==> config.mk <==
export PLATFORM = sky130hd
export DESIGN_NAME = lfsr_bist_gen_flat
export DESIGN_NICKNAME = d
export VERILOG_FILES = /design/src/rtl/lfsr_bist_gen_pkg.sv /design/src/rtl/lfsr_bist_gen_if.sv /design/src/rtl/lfsr_bist_gen_core.sv /design/src/rtl/lfsr_bist_gen.sv /design/src/flat_wrapper.sv
export SDC_FILE = /design/constraint.sdc
export NUM_CORES = 1
export LEC_CHECK = 0
export CAP_MARGIN = 25
export CORE_MARGIN = 2
export CORE_UTILIZATION = 40
export DETAILED_ROUTE_END_ITERATION = 12
export DONT_BUFFER_PORTS = 1
export HOLD_SLACK_MARGIN = 0.02
export PLACE_DENSITY_LB_ADDON = 0.2
export SYNTH_ARGS = -nofsm -noshare
export SYNTH_HDL_FRONTEND = slang
export SYNTH_SLANG_ARGS = --single-unit
==> constraint.sdc <==
create_clock -name CLK -period 4.7 [get_ports CLK]
set_clock_uncertainty 0.1 [all_clocks]
set_input_delay 1.41 -clock CLK [delete_from_list [all_inputs] [get_ports CLK]]
set_output_delay 1.41 -clock CLK [all_outputs]
set_load 0.02 [all_outputs]
==> src/rtl/lfsr_bist_gen_pkg.sv <==
// Shared types and constants for the BIST LFSR engine: FSM state encoding,
// mode values and known-good maximal feedback masks.
package lfsr_pkg;

  typedef enum logic [1:0] {
    ST_IDLE = 2'd0,
    ST_RUN  = 2'd1,
    ST_DONE = 2'd2
  } state_e;

  localparam logic MODE_TPG  = 1'b0;
  localparam logic MODE_MISR = 1'b1;

  // Maximal-length Fibonacci tap masks, bit i set => q[i] feeds the XOR
  localparam logic [2:0]  POLY_W3  = 3'b110;
  localparam logic [7:0]  POLY_W8  = 8'hB8;
  localparam logic [15:0] POLY_W16 = 16'hB400;

endpackage

==> src/rtl/lfsr_bist_gen_if.sv <==
// Controller/CUT-facing bundle of the LFSR engine; master = BIST controller side,
// slave = the engine itself.
interface lfsr_bist_gen_if #(
  parameter int WIDTH = 8,
  parameter int CNT_W = 16
);
  logic             start;
  logic             mode;
  logic             seed_load;
  logic [WIDTH-1:0] seed_in;
  logic [CNT_W-1:0] n_patterns;
  logic [WIDTH-1:0] din;
  logic [WIDTH-1:0] q;
  logic             busy;
  logic             done;
  logic             lockup;

  modport master (
    output start, mode, seed_load, seed_in, n_patterns, din,
    input  q, busy, done, lockup
  );

  modport slave (
    input  start, mode, seed_load, seed_in, n_patterns, din,
    output q, busy, done, lockup
  );
endinterface

==> src/rtl/lfsr_bist_gen_core.sv <==
// Fibonacci LFSR register with TPG/MISR step and all-zero recovery in TPG mode.
// Load beats step; reset beats both.
module lfsr_core
  import lfsr_pkg::*;
#(
  parameter int               WIDTH    = 8,
  parameter logic [WIDTH-1:0] POLY     = POLY_W8,
  parameter logic [WIDTH-1:0] SEED_RST = '1
) (
  input  logic             clk,
  input  logic             rst,
  input  logic             i_step,
  input  logic             i_load,
  input  logic [WIDTH-1:0] i_load_val,
  input  logic             i_misr_en,
  input  logic [WIDTH-1:0] i_din,
  output logic [WIDTH-1:0] o_q,
  output logic             o_zero_fix
);

  logic [WIDTH-1:0] r_q;
  logic             w_fb;
  logic [WIDTH-1:0] w_shifted;
  logic [WIDTH-1:0] w_next;

  assign w_fb       = ^(r_q & POLY);
  assign w_shifted  = {r_q[WIDTH-2:0], w_fb};
  assign w_next     = i_misr_en ? (w_shifted ^ i_din) : w_shifted;
  // A zero signature is legal when compacting, so only TPG steps recover
  assign o_zero_fix = i_step && !i_misr_en && (r_q == '0);

  always_ff @(posedge clk) begin
    if (rst)             r_q <= SEED_RST;
    else if (i_load)     r_q <= i_load_val;
    else if (o_zero_fix) r_q <= SEED_RST;
    else if (i_step)     r_q <= w_next;
  end

  assign o_q = r_q;

endmodule

==> src/rtl/lfsr_bist_gen.sv <==
// BIST pattern generator / signature register: run-control FSM, step counter
// and sticky lock-up flag wrapped around lfsr_core.
module lfsr_bist_gen
  import lfsr_pkg::*;
#(
  parameter int               WIDTH    = 8,
  parameter logic [WIDTH-1:0] POLY     = POLY_W8,
  parameter logic [WIDTH-1:0] SEED_RST = '1,
  parameter int               CNT_W    = 16
) (
  input logic           CLK,
  input logic           RST,
  lfsr_bist_gen_if.slave bus
);

  state_e           r_state;
  logic [CNT_W-1:0] r_cnt;
  logic [CNT_W-1:0] r_n;
  logic             r_mode;
  logic             r_busy;
  logic             r_done;
  logic             r_lockup;
  logic             w_step;
  logic             w_zero_fix;
  logic [WIDTH-1:0] w_q;

  // seed_load aborts a run on the same edge, so it must also suppress the step
  assign w_step = (r_state == ST_RUN) && !bus.seed_load;

  lfsr_core #(
    .WIDTH    (WIDTH),
    .POLY     (POLY),
    .SEED_RST (SEED_RST)
  ) u_core (
    .clk        (CLK),
    .rst        (RST),
    .i_step     (w_step),
    .i_load     (bus.seed_load),
    .i_load_val (bus.seed_in),
    .i_misr_en  (r_mode),
    .i_din      (bus.din),
    .o_q        (w_q),
    .o_zero_fix (w_zero_fix)
  );

  always_ff @(posedge CLK) begin
    if (RST) begin
      r_state  <= ST_IDLE;
      r_cnt    <= '0;
      r_n      <= '0;
      r_mode   <= MODE_TPG;
      r_busy   <= 1'b0;
      r_done   <= 1'b0;
      r_lockup <= 1'b0;
    end else if (bus.seed_load) begin
      r_state  <= ST_IDLE;
      r_cnt    <= '0;
      r_busy   <= 1'b0;
      r_done   <= 1'b0;
      r_lockup <= 1'b0;
    end else begin
      case (r_state)
        ST_IDLE, ST_DONE: begin
          if (bus.start) begin
            r_mode <= bus.mode;
            r_n    <= bus.n_patterns;
            r_cnt  <= '0;
            if (bus.n_patterns == '0) begin
              r_state <= ST_DONE;
              r_busy  <= 1'b0;
              r_done  <= 1'b1;
            end else begin
              r_state <= ST_RUN;
              r_busy  <= 1'b1;
              r_done  <= 1'b0;
            end
          end
        end
        ST_RUN: begin
          r_cnt <= r_cnt + CNT_W'(1);
          if (w_zero_fix) r_lockup <= 1'b1;
          // r_n is nonzero here, so n-1 never underflows
          if (r_cnt == r_n - CNT_W'(1)) begin
            r_state <= ST_DONE;
            r_busy  <= 1'b0;
            r_done  <= 1'b1;
          end
        end
        default: begin
          r_state <= ST_IDLE;
          r_busy  <= 1'b0;
          r_done  <= 1'b0;
        end
      endcase
    end
  end

  assign bus.q      = w_q;
  assign bus.busy   = r_busy;
  assign bus.done   = r_done;
  assign bus.lockup = r_lockup;

endmodule
==> src/flat_wrapper.sv <==
// flat-port wrapper written by rule: the top's interface ports become plain ports
module lfsr_bist_gen_flat import lfsr_pkg::*;
#(
  parameter int               WIDTH    = 8,
  parameter logic [WIDTH-1:0] POLY     = POLY_W8,
  parameter logic [WIDTH-1:0] SEED_RST = '1,
  parameter int               CNT_W    = 16
)
  (CLK, RST, bus_start, bus_mode, bus_seed_load, bus_seed_in, bus_n_patterns, bus_din, bus_q, bus_busy, bus_done, bus_lockup);
  lfsr_bist_gen_if #(.WIDTH(WIDTH), .CNT_W(CNT_W)) bus_i ();
  input logic CLK;
  input logic RST;
  input wire logic [$bits(bus_i.start)-1:0] bus_start;
  input wire logic [$bits(bus_i.mode)-1:0] bus_mode;
  input wire logic [$bits(bus_i.seed_load)-1:0] bus_seed_load;
  input wire logic [$bits(bus_i.seed_in)-1:0] bus_seed_in;
  input wire logic [$bits(bus_i.n_patterns)-1:0] bus_n_patterns;
  input wire logic [$bits(bus_i.din)-1:0] bus_din;
  output wire logic [$bits(bus_i.q)-1:0] bus_q;
  output wire logic [$bits(bus_i.busy)-1:0] bus_busy;
  output wire logic [$bits(bus_i.done)-1:0] bus_done;
  output wire logic [$bits(bus_i.lockup)-1:0] bus_lockup;
  assign bus_i.start = bus_start;
  assign bus_i.mode = bus_mode;
  assign bus_i.seed_load = bus_seed_load;
  assign bus_i.seed_in = bus_seed_in;
  assign bus_i.n_patterns = bus_n_patterns;
  assign bus_i.din = bus_din;
  assign bus_q = bus_i.q;
  assign bus_busy = bus_i.busy;
  assign bus_done = bus_i.done;
  assign bus_lockup = bus_i.lockup;
  lfsr_bist_gen #(.WIDTH(WIDTH), .POLY(POLY), .SEED_RST(SEED_RST), .CNT_W(CNT_W)) u_core (.CLK(CLK), .RST(RST), .bus(bus_i));
endmodule
* Yosys cells after proc, flatten, opt, wreduce, memory -nomap -nowiden
Cells that the tools add are included.
** Word-level totals
- Bits in registers :: 46
- Output and inout port bits :: 11
- Logic and storage cells :: 52
** Cells by class
- Add/sub/neg operators :: 2
- Equality and inequality tests :: 5
- Mux-type cells :: 18
- Bitwise operators :: 2
- Reduce and logical (&&, ||, !) cells :: 17
** Operators by type and width (number)
- $mux 8 :: 4
- $pmux 16 s2 :: 1
- $add 16x1->16 const B :: 1
- $eq 16x16->1 :: 1
- $logic_not 16->1 :: 1
- $mux 16 :: 1
- $sub 16x1->16 const B :: 1
- $logic_not 8->1 :: 1
- $reduce_xor 8->1 :: 1
- $xor 8x8->8 :: 1
- $mux 1 :: 6
- $mux 2 :: 3
- $reduce_and 2->1 :: 3
- $pmux 1 s2 :: 2
- $pmux 2 s2 :: 1
- $reduce_or 2->1 :: 2
- $logic_and 1x1->1 :: 3
- $reduce_and 3->1 :: 1
- $reduce_bool 3->1 :: 1
- $eq 2x1->1 const B :: 1
- $eq 2x2->1 const B :: 1
- $logic_not 1->1 :: 2
- $logic_not 2->1 :: 1
- $ne 2x1->1 const B :: 1
- other kinds (3) :: 3

* Logic depth before layout (Yosys ltp)
Gate-level depths: netlist of run 1.
- Word-level depth :: 6
- Depth in mapped cells :: 8
- Mapped depth without buffers :: 8

* By module
A second synthesis of run 1 with hierarchy kept.
** Unflattened totals
- Cell total of the unflattened synthesis :: 350
- Area total of the unflattened synthesis :: 2691.3 µm²
** Modules (own cells, without submodules)
- lfsr_bist_gen :: times used 1, cells an instance 273, area each 2079.5 µm², sequential area each 720.7 µm²
- lfsr_core :: times used 1, cells an instance 77, area each 611.8 µm², sequential area each 160.2 µm²

* Least setup slack after synthesis of run 1
Ideal clock, no wire load.
- Path kind :: input port to flip-flop
- From :: in bus_seed_load
- To :: reg u_core.r_n[10]
- Arrival :: 2.481 ns
- Setup slack :: 2.048 ns
- Stages :: 6
- Buffers on the path :: 3
- Cells stage by stage :: clkbuf_1 > or2_1 > clkbuf_1 > clkbuf_1 > nand2_1 > a21oi_1
** On the way
- Cells in the longest elaborated chain, start to end :: 2
** Ends and longest elaborated chain
- from (decl) :: line flat_wrapper.sv:15 : input wire logic [$bits(bus_i.seed_load)-1:0] bus_seed_load;
- $not 1->1 (no source line)
- $reduce_and 3->1 (no source line)
- to (signal assigned) :: line lfsr_bist_gen.sv:66 : r_n <= bus.n_patterns;
- to (decl) :: line lfsr_bist_gen.sv:18 : logic [CNT_W-1:0] r_n;
Every way passes these cells.
A chain may end at the register's enable or synchronous reset.

==> key figures, run 1 <==
Global route
  • Number of global-route vias before repair: 1994
  • First-pass GRT wire length: between 9 and 10 mm
  • Number of antenna violations at the first check in global routing: 0
  • Largest net degree at the start of global routing: 27
  • Grt ovf: 0
  • GRT Overall Usage: 0.1708

Placed design
  • HPWL Detailed: between 4 and 5 mm
  • Dpl ws: 1.547 ns
  • Inst Count DP: 379
  • Port bufs: 0
  • GP Congestion: between 0.8 and 0.9

Clock network
  • Clock slew at reported path FFs: about 0.090 ns
  • Htree depth: 2
  • # hold bufs at CTS: 0
  • Root Driver: clkbuf_8
  • Post-CTS resize count: 0
  • Clk sinks: 44
  • Clock buffer depth: 2
  • Setup Buffers After CTS: 0
  • TritonCTS clock tree: done
  • Num CTS Buffers: 5
  • Later-pin clock latency in the skew report: around 0.3 ns

Timing
  • Worst Slack Setup Final: 2.040 ns
  • Worst slew pin tran: approximately 0.92 ns
  • Highest Clock Rate: 375.9 MHz
  • Endpoints failing hold: 0
  • RSZ-0062 raised after global routing: false
  • Minimum clock period: approximately 2.7 ns
  • Crit share post-route: 0.5660
  • Relative slew slack: 0.3882
  • Setup violations, final: 0
  • Final Max Slew Viols: 0
  • Final TNS setup: 0 ns

Route
  • M1 WL: roughly 3.0 mm
  • Drt first pass iters: 4
  • DR DRC count: 0
  • Number of nets still failing antenna checks after routing: 0
  • Top layer in use: met4
  • Metal3 WL: around 250 um
  • DR WL/cell: roughly 15 um
  • Met2 wire len: about 2.7 mm
  • Drt first-iter violations: 120
  • Final WL: 5.943 mm
  • Vias per cell: 5.575
  • DR vias: approximately 2200

Hold path
  • Hold Path Depth: 2
  • Worst Hold End: u_core.r_n[1]$_SDFFE_PP0P_
  • Worst min path class: flop to flop
  • Worst Min Path Start: u_core.r_n[1]$_SDFFE_PP0P_

Cells and area
  • Layout area overhead: 5.245%
  • Final #Nets: 350
  • Sequential cell area: around 880 sq um
  • Most frequent cells in the layout: nand2_1 (63), dfxtp_1 (44), a21oi_1 (31)
  • Antenna diodes: 0
  • Final Util: 0.4279
  • Commonest non-fill, non-tap cell in the layout: nand2_1
  • Fill count: between 600 and 700
  • Share of layout cells above drive strength 1: 0.05788
  • Finished Layout Cells: just under 400
  • Multi-input gate area: approximately 1600 sq um

Synth
  • Synth Instances: 320
  • Mapped cell area: between 2000 and 3000 sq um
  • Post-synthesis sequential area ratio: 0.3451
  • EDFF count, synth: 0
  • Synth Register Bits: 44
  • Post-synth top flop: dfxtp_1
  • Unique masters post-synth: 54
  • Ys async rst share: 0
  • Synthesis Warnings: 0
  • Mapped Nets: 360
  • Synth Area per Inst: 7.976 sq um

Worst setup path
  • Crit-path most repeated cell: nor2_1
  • Setup Crit Path Kind: flop to flop
  • Worst reg2reg endpoint: u_core.r_cnt[10]$_SDFFE_PP0P_
  • CP max FO: 13
  • Reg2Reg Setup Slack: about 2 ns
  • Slowest stage cell on the critical path: nor2b_1
  • Startpoint types: flop
  • Reg2reg start: u_core.bus.busy$_SDFFE_PP0P_
  • Critical Path RT: between 4 and 5 ns
  • CP peak stage delay: about 0.78 ns
  • WP data arrival: 2.79 ns
  • CP Cell Sequence: nor2b_1, nand4_1, nor2_1, nand3_1, mux2_1, nor2_1
  • Reg2Reg Depth: 6
  • Worst setup EP type: flop

Die
  • Die area: ~7000 sq um
  • Core area: around 6300 sq um
  • Die H: 83.88 um
  • FP Rows: 29
  • Io pins: between 40 and 50
  • Die W: between 80 and 90 um
  • Initial Util: 0.4066

Power and ir drop
  • Int Power: about 600 uW
  • Reg power frac: 0.503
  • Clk pwr share: 0.358
  • Leak: approximately 0.00087 uW
  • Total power: 817.2 uW
  • Switching pwr: around 220 uW
  • Maximum vdd drop: about 0.18 mV
  • Sw Share: 0.2684
  • Pwr Density: about 300 nW/um^2
  • Logic gate share of total power: 0.139

Status
  • Status: completed

Job
  • Max_cap viols: 0
==> critical path: cells and delay by family (launching register included) <==
kind / cells / cell delay [ns]
flip-flops: 1 / 0.51
multiplexers: 1 / 0.32
AND/OR/NAND/NOR: 5 / 1.65
==> synth_stat cells, types with 4 or more instances <==
library cell | count | area share
nand2_1 | 63 | 0.093
dfxtp_1 | 44 | 0.35
a21oi_1 | 31 | 0.061
nor2_1 | 24 | 0.035
xnor2_1 | 19 | 0.065
clkbuf_1 | 15 | 0.022
nand3_1 | 9 | 0.018
a211o_1 | 8 | 0.027
nor4_1 | 8 | 0.020
xor2_1 | 8 | 0.027
a211oi_1 | 6 | 0.018
mux2_1 | 6 | 0.026
inv_1 | 4 | 0.0059
nand3b_1 | 4 | 0.012
nor3_1 | 4 | 0.0078
or2_0 | 4 | 0.0098
==> layer usage <==
metal | up-vias | global-route usage
li1 | 1111 | -
met3 | 8 | 0.03956
met2 | 33 | 0.2604
met5 | - | 0
met1 | 1011 | 0.2364
met4 | 0 | 0.06012
==> kinds of logic (layout without fill, tap and decap cells) <==
group,count (synthesis),in the layout,share of synthesized area
AND/OR/NAND/NOR,148,148,0.2956
flip-flops,44,44,0.3451
AO/OA/AOI/OAI,65,65,0.1667
adder cells (fa/ha/maj),3,3,0.01471
XOR/XNOR,28,28,0.09902
buffers and inverters,22,13,0.03627
multiplexers,10,10,0.04265
==> worst max path at each step <==
stage / startpoint / end / slack, ns / cells after the start
floorplan: bus_seed_load / u_core.r_n[10]$_SDFFE_PP0P_ / 2.05 / 6
detailed placement: bus_start / u_core.r_n[6]$_SDFFE_PP0P_ / 1.55 / 4
finish: u_core.bus.busy$_SDFFE_PP0P_ / u_core.r_cnt[10]$_SDFFE_PP0P_ / 2.04 / 6
CTS: bus_start / u_core.r_n[6]$_SDFFE_PP0P_ / 1.86 / 4
global route: u_core.bus.busy$_SDFFE_PP0P_ / u_core.r_cnt[10]$_SDFFE_PP0P_ / 1.86 / 6
global placement: bus_start / u_core.r_n[8]$_SDFFE_PP0P_ / 1.56 / 4
==> sequential cells by signal, indices dropped and copies added (netlist names) <==
name,cells
u_core.bus.busy,1
u_core.r_n,16
u_core.r_cnt,16
u_core.bus.done,1
u_core.r_mode,1
u_core.u_core.o_q,8
u_core.bus.lockup,1
==> power groups by stage <==
| stage | clock, uW | sequential, uW | combinational [uW] |
|---|---|---|---|
| after global placement | 0 | 420 | 111 |
| final | 292 | 411 | 114 |
| after floorplan | 0 | 412 | 105 |
| after detailed placement | 0 | 420 | 113 |
| after CTS | 301 | 411 | 113 |
| after global routing | 319 | 414 | 126 |
==> cell type report <==
type                    count  area share
multi-input cells         254      0.5878
repair buffers              1    0.002795
clock inverters             2     0.01304
flip-flops and latches     44      0.3279
well taps                  77     0.03586
clock buffers               6     0.02701
inverters                   4    0.005589
==> per-stage QoR <==
step / hold WS [ns] / instance area (sq um)
global route: 0.4319 / 2686
floorplan: 0.3488 / 2552
global placement: 0.3838 / 2571
finish: 0.4029 / 2686
detailed placement: 0.3964 / 2571
CTS: 0.4086 / 2679
Note: power is estimated with default switching activity, not from simulation.
==> inputs of run 2 (changes only) <==
==> constraint.sdc (replaced) <==
create_clock -name CLK -period 2.6 [get_ports CLK]
set_clock_uncertainty 0.1 [all_clocks]
set_input_delay 0.78 -clock CLK [delete_from_list [all_inputs] [get_ports CLK]]
set_output_delay 0.78 -clock CLK [all_outputs]
set_load 0.02 [all_outputs]
==> run 2 against run 1 <==
  * Sequential share of layout area shrank 0.95 points
  * Global-route usage rose by 0.80 points
  * Core utilization increased by 1.3 points
  * Sequential cell count stayed put
  * Maximum frequency up 8.5%
  * Worst hold slack got worse by 0.018 ns
  * Combinational power up 93%
  * Clock power grew 100%
  * Sequential power up 79%
==> key figures, run 2 (synthesis gave the netlist of run 1 again) <==
Worst setup path
  • Critical Path RT: 2.70 ns (-2.13 ns)
  • Crit-path most repeated cell: or4_4
  • CP max FO: 9 (-4)
  • Startpoint types: flop
  • Crit path max-delay family: simple AND/OR/NAND/NOR gates
  • CP peak stage delay: 0.59 ns (-0.19 ns)
  • Slowest stage cell on the critical path: or4_4
  • Setup Crit Path Kind: flop to flop
  • WP data arrival: 2.55 ns (-0.24 ns)
  • CP Cell Sequence: or4_4, nand4bb_1, or4_4, xnor2_2, o2111a_2, a31o_1
  • Worst setup EP type: flop
  • CP Buf/Inv Count: 0 (unchanged)

Status
  • Status: completed

Die
  • Core area: 6277 sq um (unchanged)
  • Die H: 83.88 um (unchanged)
  • Io pins: 48 (unchanged)
  • FP Rows: 29 (unchanged)
  • Initial Util: 0.4066 (unchanged)
  • Die W: 83.88 um (unchanged)
  • Die area: 7036 sq um (unchanged)

Timing
  • Final TNS setup: 0 ns (unchanged)
  • Relative slew slack: 0.5970 (+0.2088)
  • Crit share post-route: 0.9431 (+0.3771)
  • Worst slew pin tran: 0.6046 ns (-0.3113 ns)
  • Setup violations, final: 0 (unchanged)
  • Minimum clock period: 2.452 ns (-0.2082 ns)
  • RSZ-0062 raised after global routing: false
  • Highest Clock Rate: 407.8 MHz (+8.5%)
  • Endpoints failing hold: 0 (unchanged)
  • Final Max Slew Viols: 0 (unchanged)

Cells and area
  • Layout area overhead: 8.382%
  • Antenna diodes: 0 (unchanged)
  • Commonest non-fill, non-tap cell in the layout: nand2_1
  • Share of layout cells above drive strength 1: 0.08464 (+0.02676)
  • Most frequent cells in the layout: nand2_1 (63), dfxtp_1 (44), a21oi_1 (31)
  • Finished Cell Area: 2766 sq um (+3.0%)
  • Final #Nets: 358 (+2.3%)
  • Final Util: 0.4407 (+0.01276)

Route
  • Number of nets still failing antenna checks after routing: 0 (unchanged)
  • Met2 wire len: 2.882 mm (+8.6%)
  • DR vias: 2225 (+2.9%)
  • Final WL: 6.088 mm (+2.4%)
  • Top layer in use: met4
  • Drt first-iter violations: 133 (+11%)
  • DR WL/cell: 15.37 um (+0.37%)
  • Drt first pass iters: 4 (unchanged)
  • DR DRC count: 0 (unchanged)
  • Metal3 WL: 391 um (+58%)
  • Vias per cell: 5.619 (+0.79%)
  • M1 WL: 2.756 mm (-7.2%)

Global route
  • Number of antenna violations at the first check in global routing: 0 (unchanged)
  • Number of global-route vias before repair: 2085 (+4.6%)
  • Grt ovf: 0 (unchanged)
  • Largest net degree at the start of global routing: 27 (unchanged)
  • First-pass GRT wire length: 10.18 mm (+3.2%)
  • GRT Overall Usage: 0.1789 (+0.008019)

Power and ir drop
  • Leak: 0.0009215 uW (+5.8%)
  • Pwr Density: 557.1 nW/um^2 (+83%)
  • Maximum vdd drop: 0.3313 mV (+80%)

Clock network
  • Later-pin clock latency in the skew report: 0.30 ns (about the same)
  • Clock slew at reported path FFs: 0.09 ns (about the same)
  • Clock buffer depth: 2 (unchanged)
  • TritonCTS clock tree: done
  • Clk sinks: 44 (unchanged)
  • Htree depth: 2 (unchanged)
  • Num CTS Buffers: 5 (unchanged)
  • Setup Buffers After CTS: 0 (unchanged)
  • Root Driver: clkbuf_8

Job
  • Max_cap viols: 0 (unchanged)

Placed design
  • HPWL Detailed: 4.472 mm (+3.2%)
  • Port bufs: 0 (unchanged)
  • GP Congestion: 0.8631 (+3.3%)
  • Post-placement cell area: 2639 sq um (+2.6%)

Hold path
  • Worst min path class: flop to flop
==> run 2: cell count changes in the layout (fill, tap and decap cells not counted) <==
cell       previous run  this run
a2111oi_1             0         1
clkbuf_8              5         7
clkinv_2              1         0
clkbuf_1              1         0
a2111oi_0             1         0
buf_4                 1         9
==> run 2: final cells by class <==
type,count,area [sq um]
timing repair buffer,9,67.56
multi-input combinational,254,1580
fill,639,3511
clock buffer,7,96.34
inverter,4,15.01
sequential,44,880.8
tap,77,96.34
clock inverter,1,30.03
==> run 2: final timing paths <==
check	start	end	slack (ns)	depth (start not counted)
worst max-delay path	u_core.r_n[5]$_SDFFE_PP0P_	u_core.bus.done$_SDFFE_PP0P_	0.15	6
worst min-delay path	u_core.r_n[1]$_SDFFE_PP0P_	u_core.r_n[1]$_SDFFE_PP0P_	0.38	2
worst max register to register	u_core.r_n[5]$_SDFFE_PP0P_	u_core.bus.done$_SDFFE_PP0P_	0.15	6
worst min register to register	u_core.r_n[1]$_SDFFE_PP0P_	u_core.r_n[1]$_SDFFE_PP0P_	0.38	2
==> run 2: power breakdown <==
| part | leakage [uW] | internal, uW | switching, uW | total (uW) |
|---|---|---|---|---|
| clock | 0.0000645 | 339 | 246 | 585 |
| sequential | 0.000359 | 696 | 40.5 | 737 |
| combinational | 0.000498 | 107 | 113 | 220 |
| total | 0.000922 | 1140 | 399 | 1540 |
==> run 2: per-stage QoR <==
stage | hold slack (ns) | cells | power [uW] | worst slack [ns]
2_1_floorplan | 0.3488 | 320 | 934.3 | 0.2796
3_3_place_gp | 0.3689 | 388 | 969.1 | 0.2150
3_5_place_dp | 0.3749 | 388 | 970.0 | 0.1441
4_1_cts | 0.3878 | 396 | 1555 | 0.1392
5_1_grt | 0.4145 | 396 | 1616 | 0.01340
6_report | 0.3845 | 396 | 1541 | 0.1479
==> run 2: routing by layer <==
| metal | up-vias | global-route usage |
|---|---|---|
| met5 | - | 0 |
| met4 | 0 | 0.04399 |
| li1 | 1129 | - |
| met2 | 57 | 0.2953 |
| met3 | 6 | 0.04649 |
| met1 | 1033 | 0.2333 |
==> run 2: worst min-delay path, cell delays in order (launching register included) <==
cell and delay, ns:
dfxtp_1 0.34, nand2_1 0.06, a21oi_1 0.05
==> run 2: timing repair <==
action                     4_1_cts  5_1_grt
gates resized for setup          0        1
setup endpoints to repair        0        2
hold buffers                     0        0
